File: src/rtl/cmac_pkg.sv
// Shared sizing helpers for the complex MAC accumulator.
package cmac_pkg;

  function automatic int clog2(input int v);
    int r;
    r = 0;
    while ((1 << r) < v) r++;
    return r;
  endfunction

  function automatic int calc_pw(input int a, input int b);
    return a + b + 1;
  endfunction

  function automatic int calc_accw(input int a, input int b, input int g);
    return calc_pw(a, b) + g;
  endfunction

  localparam int AWIDTH_DEF = 16;
  localparam int BWIDTH_DEF = 18;
  localparam int GUARD_DEF  = 3;
  localparam int PW_DEF     = calc_pw(AWIDTH_DEF, BWIDTH_DEF);
  localparam int ACCW_DEF   = calc_accw(AWIDTH_DEF, BWIDTH_DEF, GUARD_DEF);

endpackage

File: src/rtl/complex_mac_accum_valid_delay_line.sv
// Valid-strobe shift register with sync reset and sync clear.
module valid_delay_line #(
  parameter int DEPTH = 4
) (
  input  logic             clk,
  input  logic             rst_n,
  input  logic             clr,
  input  logic             d,
  output logic [DEPTH-1:0] pipe,
  output logic             q
);

  always_ff @(posedge clk) begin
    if (!rst_n || clr) pipe <= '0;
    else               pipe <= (pipe << 1) | DEPTH'(d);
  end

  assign q = pipe[DEPTH-1];

endmodule

File: src/rtl/complex_mac_accum.sv
// Aligns valid to multiplier output, sums LEN complex products,
// and holds each frame sum in a single-entry valid/ready register.
module complex_mac_accum
  import cmac_pkg::*;
#(
  parameter int AWIDTH     = 16,
  parameter int BWIDTH     = 18,
  parameter int MULT_LAT   = 4,
  parameter int LEN        = 8,
  parameter int GUARD_BITS = 3
) (
  input  logic                                 clk,
  input  logic                                 rst_n,
  input  logic                                 in_valid,
  input  logic signed [AWIDTH+BWIDTH:0]        pr,
  input  logic signed [AWIDTH+BWIDTH:0]        pi,
  input  logic                                 clr,
  input  logic                                 out_ready,
  output logic signed [AWIDTH+BWIDTH+GUARD_BITS:0] acc_re,
  output logic signed [AWIDTH+BWIDTH+GUARD_BITS:0] acc_im,
  output logic                                 out_valid,
  output logic                                 overrun,
  output logic                                 busy
);

  localparam int PW   = calc_pw(AWIDTH, BWIDTH);
  localparam int ACCW = PW + GUARD_BITS;
  localparam int CW   = (LEN > 1) ? clog2(LEN) : 1;
  localparam logic [CW-1:0] LAST = CW'(LEN - 1);

  if (GUARD_BITS < clog2(LEN)) begin : g_guard_check
    $error("GUARD_BITS smaller than clog2(LEN)");
  end

  logic [MULT_LAT-1:0] vpipe;
  logic                p_valid;

  valid_delay_line #(.DEPTH(MULT_LAT)) u_vdl (
    .clk   (clk),
    .rst_n (rst_n),
    .clr   (clr),
    .d     (in_valid),
    .pipe  (vpipe),
    .q     (p_valid)
  );

  logic [CW-1:0]          cnt;
  logic signed [ACCW-1:0] acc_r, acc_i;
  logic signed [ACCW-1:0] sp_re, sp_im;
  logic signed [ACCW-1:0] sum_re, sum_im;

  assign sp_re  = ACCW'(pr);
  assign sp_im  = ACCW'(pi);
  // first product of a frame replaces the stale sum
  assign sum_re = (cnt == '0) ? sp_re : acc_r + sp_re;
  assign sum_im = (cnt == '0) ? sp_im : acc_i + sp_im;

  always_ff @(posedge clk) begin
    if (!rst_n) begin
      cnt       <= '0;
      acc_r     <= '0;
      acc_i     <= '0;
      acc_re    <= '0;
      acc_im    <= '0;
      out_valid <= 1'b0;
      overrun   <= 1'b0;
    end else begin
      if (out_valid && out_ready) out_valid <= 1'b0;
      if (clr) begin
        cnt   <= '0;
        acc_r <= '0;
        acc_i <= '0;
      end else if (p_valid) begin
        acc_r <= sum_re;
        acc_i <= sum_im;
        if (cnt == LAST) begin
          cnt       <= '0;
          acc_re    <= sum_re;
          acc_im    <= sum_im;
          out_valid <= 1'b1;
          if (out_valid && !out_ready) overrun <= 1'b1;
        end else begin
          cnt <= cnt + 1'b1;
        end
      end
    end
  end

  assign busy = (cnt != '0) || (|vpipe);

endmodule
File: config.mk
export PLATFORM = sky130hd
export DESIGN_NAME = complex_mac_accum
export DESIGN_NICKNAME = d
export VERILOG_FILES = /design/src/rtl/cmac_pkg.sv /design/src/rtl/complex_mac_accum_valid_delay_line.sv /design/src/rtl/complex_mac_accum.sv
export SDC_FILE = /design/constraint.sdc
export NUM_CORES = 1
export LEC_CHECK = 0
export BUFFER_PORTS_ARGS = -buffer_cell sky130_fd_sc_hd__buf_2
export CORE_ASPECT_RATIO = 1.25
export CORE_MARGIN = 8
export CORE_UTILIZATION = 58
export DETAILED_ROUTE_END_ITERATION = 7
export PLACE_DENSITY_LB_ADDON = 0.12
export SLEW_MARGIN = 20
export SYNTH_ARGS = -nofsm -noshare
export SYNTH_HDL_FRONTEND = slang
export SYNTH_SLANG_ARGS = --single-unit
export TNS_END_PERCENT = 1
File: constraint.sdc
create_clock -name clk -period 3.46 [get_ports clk]
set_clock_uncertainty 0.15 [all_clocks]
set_input_delay 0 -clock clk [delete_from_list [all_inputs] [get_ports clk]]
set_output_delay 0 -clock clk [all_outputs]
set_load 0.01 [all_outputs]
==> impl_metrics.json <==
{
  "fill_cells": 1407,
  "die_h_um": 164,
  "power_density_mw_per_mm2": 348,
  "final_max_slew_viol_count": 0,
  "worstSetupPathType": "register to register",
  "total_number_of_vias": 10100,
  "yosysUniqueCellTypes": 59,
  "drt-total-wl_um": 29400,
  "synth_common_cells": "161 x sky130_fd_sc_hd__dfxtp_1, 153 x sky130_fd_sc_hd__a21oi_1, 138 x sky130_fd_sc_hd__nor2_1",
  "synthesis.yosys.warnings": 0,
  "synth_area_per_cell_um2": 7.92,
  "pin_count": 154,
  "ys_ff_latch": 161,
  "std_cell_rows": 54,
  "post_layout_nonfiller_instances": 1696,
  "period_needed_ns": 3.33,
  "r2r_cells": 11,
  "cts_max_path_buffers": 2,
  "r2r_setup_slk_ns": 0.13,
  "die_w_um": 134,
  "layout_area_overhead_pct": 23.5,
  "finalSetupViolCount": 0,
  "relSlewSlack_pct": 40.6,
  "tightestPinTransition_ns": 0.890,
  "port_buffers": 153,
  "synth_top_flop_cell": "sky130_fd_sc_hd__dfxtp_1",
  "dpl_wire_length_um": 20400,
  "clock.fmax_mhz": 300,
  "numCtsBuffers": 17,
  "endpoint_kind": "register",
  "synth.yosys.seq_area_share_pct": 31.9,
  "drive_gt1_share_pct": 16.0,
  "clock_latency_ns": 0.44,
  "numClockSinks": 161,
  "drc": 0,
  "cts.clk_slew.worst_paths_ns": 0.07,
  "insertedDiodeCount": 0,
  "synth_edf_count": 0,
  "report.power.total_mw": 4.34,
  "combined_area_of_all_synthesized_cells_mm2": 0.0101,
  "drt_iter0_markers": 564,
  "power.static_leakage_nw": 5.45,
  "antenna_violations_before_repair": 0,
  "critPathLaunchType": "register",
  "grtUsageTotal_pct": 26.4,
  "dr.pass1.iters": 5,
  "crit_arrival_ns": 3.48,
  "cts_post_setup_buffers_inserted": 0,
  "synth_area_leader_cell": "sky130_fd_sc_hd__dfxtp_1",
  "floorplan.initialDensity_pct": 58.5,
  "final-hold-violation-count": 0,
  "design.core.area_mm2": 0.0173,
  "min_path_type": "primary input to register",
  "grt_pass1_wl_um": 47900,
  "critPathRequiredTime_ns": 3.61,
  "globalRoute.totalOverflow": 0,
  "post-place-cells": 1590,
  "status": "complete, no violations",
  "mappedNetlistNets": 1431,
  "synth_area_leaders": "sky130_fd_sc_hd__dfxtp_1 32%, sky130_fd_sc_hd__ha_1 9.5%, sky130_fd_sc_hd__a21oi_1 7.6%",
  "antenna_violating_nets_post_route": 0,
  "netlist_instances": 1277,
  "grt_pass1_vias": 9858,
  "viasPerCell": 5.93,
  "htree_levels": 4,
  "hold-path-cell-count": 3,
  "critical_path_peak_fanout": 6,
  "drv_cap": 0,
  "grt_max_degree": 151,
  "rsz_0062_raised_after_global_routing": "yes",
  "async_set_reset_flop_share_out_of_synthesis_pct": 0,
  "post-route-period-util_pct": 96.4,
  "ir_drop_uv": 335,
  "synthMostInstantiatedCell": "sky130_fd_sc_hd__dfxtp_1",
  "clock-root-buffer": "sky130_fd_sc_hd__clkbuf_16",
  "design.die.area_mm2": 0.0219,
  "yosysTopAreaCellShare_pct": 31.9,
  "clock_tree_from_tritoncts": "yes",
  "gp_congestion": 0.936,
  "finish.net_count": 1613,
  "routed_wire_length_per_instance_um": 17.3
}
==> power breakdown <==
| group | switching, mW | total [mW] | internal, mW | leakage, nW |
|---|---|---|---|---|
| registers | 0.000809 | 1.85 | 1.85 | 1.30 |
| clock network | 0.841 | 2.08 | 1.24 | 0.314 |
| logic | 0.225 | 0.403 | 0.178 | 3.84 |
| total | 1.07 | 4.34 | 3.27 | 5.45 |
==> layer usage <==
| metal | wire length [µm] | GRT usage, % | vias to the layer above |
|---|---|---|---|
| met5 | 0 | 0 | - |
| met4 | 1110 | 12.3 | 0 |
| met3 | 1210 | 4.40 | 83 |
| met2 | 15400 | 49.5 | 290 |
| met1 | 11700 | 28.2 | 4647 |
| li1 | - | - | 5037 |
==> worst max-delay path, stage by stage (launching register included) <==
cell	delay, ns
sky130_fd_sc_hd__dfxtp_1	0.32
sky130_fd_sc_hd__ha_1	0.38
sky130_fd_sc_hd__a21oi_2	0.18
sky130_fd_sc_hd__nand2_1	0.10
sky130_fd_sc_hd__o2111a_2	0.30
sky130_fd_sc_hd__o311ai_4	0.34
sky130_fd_sc_hd__a31oi_4	0.18
sky130_fd_sc_hd__a41o_1	0.30
sky130_fd_sc_hd__a311o_2	0.45
sky130_fd_sc_hd__xor2_1	0.20
sky130_fd_sc_hd__mux2i_1	0.20
sky130_fd_sc_hd__a211oi_1	0.08
==> layout by cell type, fill, tap and decap left out, types with 14 or more instances in the layout <==
cell	synthesis	layout
sky130_fd_sc_hd__nor3_1	16	16
sky130_fd_sc_hd__a21o_1	51	51
sky130_fd_sc_hd__ha_1	77	77
sky130_fd_sc_hd__o21ai_0	126	124
sky130_fd_sc_hd__dfxtp_1	161	160
sky130_fd_sc_hd__buf_4	1	19
sky130_fd_sc_hd__nor2_1	138	136
sky130_fd_sc_hd__a211oi_1	81	78
sky130_fd_sc_hd__and2_1	16	16
sky130_fd_sc_hd__buf_2	1	153
sky130_fd_sc_hd__a21oi_1	153	153
sky130_fd_sc_hd__a31oi_1	14	14
sky130_fd_sc_hd__nand2_1	101	101
sky130_fd_sc_hd__inv_1	16	16
sky130_fd_sc_hd__xor2_1	27	27
sky130_fd_sc_hd__xnor2_1	41	41
sky130_fd_sc_hd__mux2i_1	24	24
sky130_fd_sc_hd__o21bai_1	16	16
sky130_fd_sc_hd__clkbuf_16	0	17
sky130_fd_sc_hd__dlygate4sd3_1	0	74
==> what timing repair did <==
item                                    CTS  global route
gates resized for setup                   1            13
hold buffers                             74             0
pin swaps                                 0             7
endpoints found under the hold margin   149             0
endpoints found under the setup margin    2            29
==> logic make-up after synthesis <==
family / synth area share, %
fa+ha+maj: 9.92
xor+xnor: 5.89
mux: 2.38
simple gates: 15.1
flops: 31.9
compound gates: 31.0
buf+inv: 3.83
==> worst paths after layout <==
path | from | to
min reg2reg | overrun | overrun
min | pr[23] | acc_r[23]
max | acc_r[4] | acc_re[37]
max reg2reg | acc_r[4] | acc_re[37]
==> final cells by class <==
type / instances / area, µm² / share of cell area [%]
Multi-Input combinational cell: 1014 / 6590 / 52.7
Sequential cell: 161 / 3230 / 25.8
Timing Repair Buffer: 248 / 1690 / 13.5
Clock buffer: 18 / 439 / 3.52
Tap cell: 224 / 280 / 2.24
Clock inverter: 14 / 201 / 1.61
Inverter: 17 / 63.8 / 0.511
==> registers in the layout (all words and copies together) (netlist names) <==
signal      cells
acc_im         38
out_valid       1
acc_re         38
acc_i          38
overrun         1
acc_r          38
u_vdl.pipe      4
cnt             3
==> through the flow <==
step                util [%]  area [µm²]  hold slack, ns  worst slack (ns)  setup TNS, ns
floorplan                  -       10100         -0.0283             0.264              0
global placement        63.9       11000          0.0497             0.100              0
detailed placement      63.9       11000          0.0558           -0.0196        -0.0375
CTS                     71.9       12400         0.00401           0.00424              0
global route            72.2       12500          0.0319           -0.0686         -0.181
finish                  72.2       12500          0.0153             0.126              0
(Power assumes the default switching activity.)
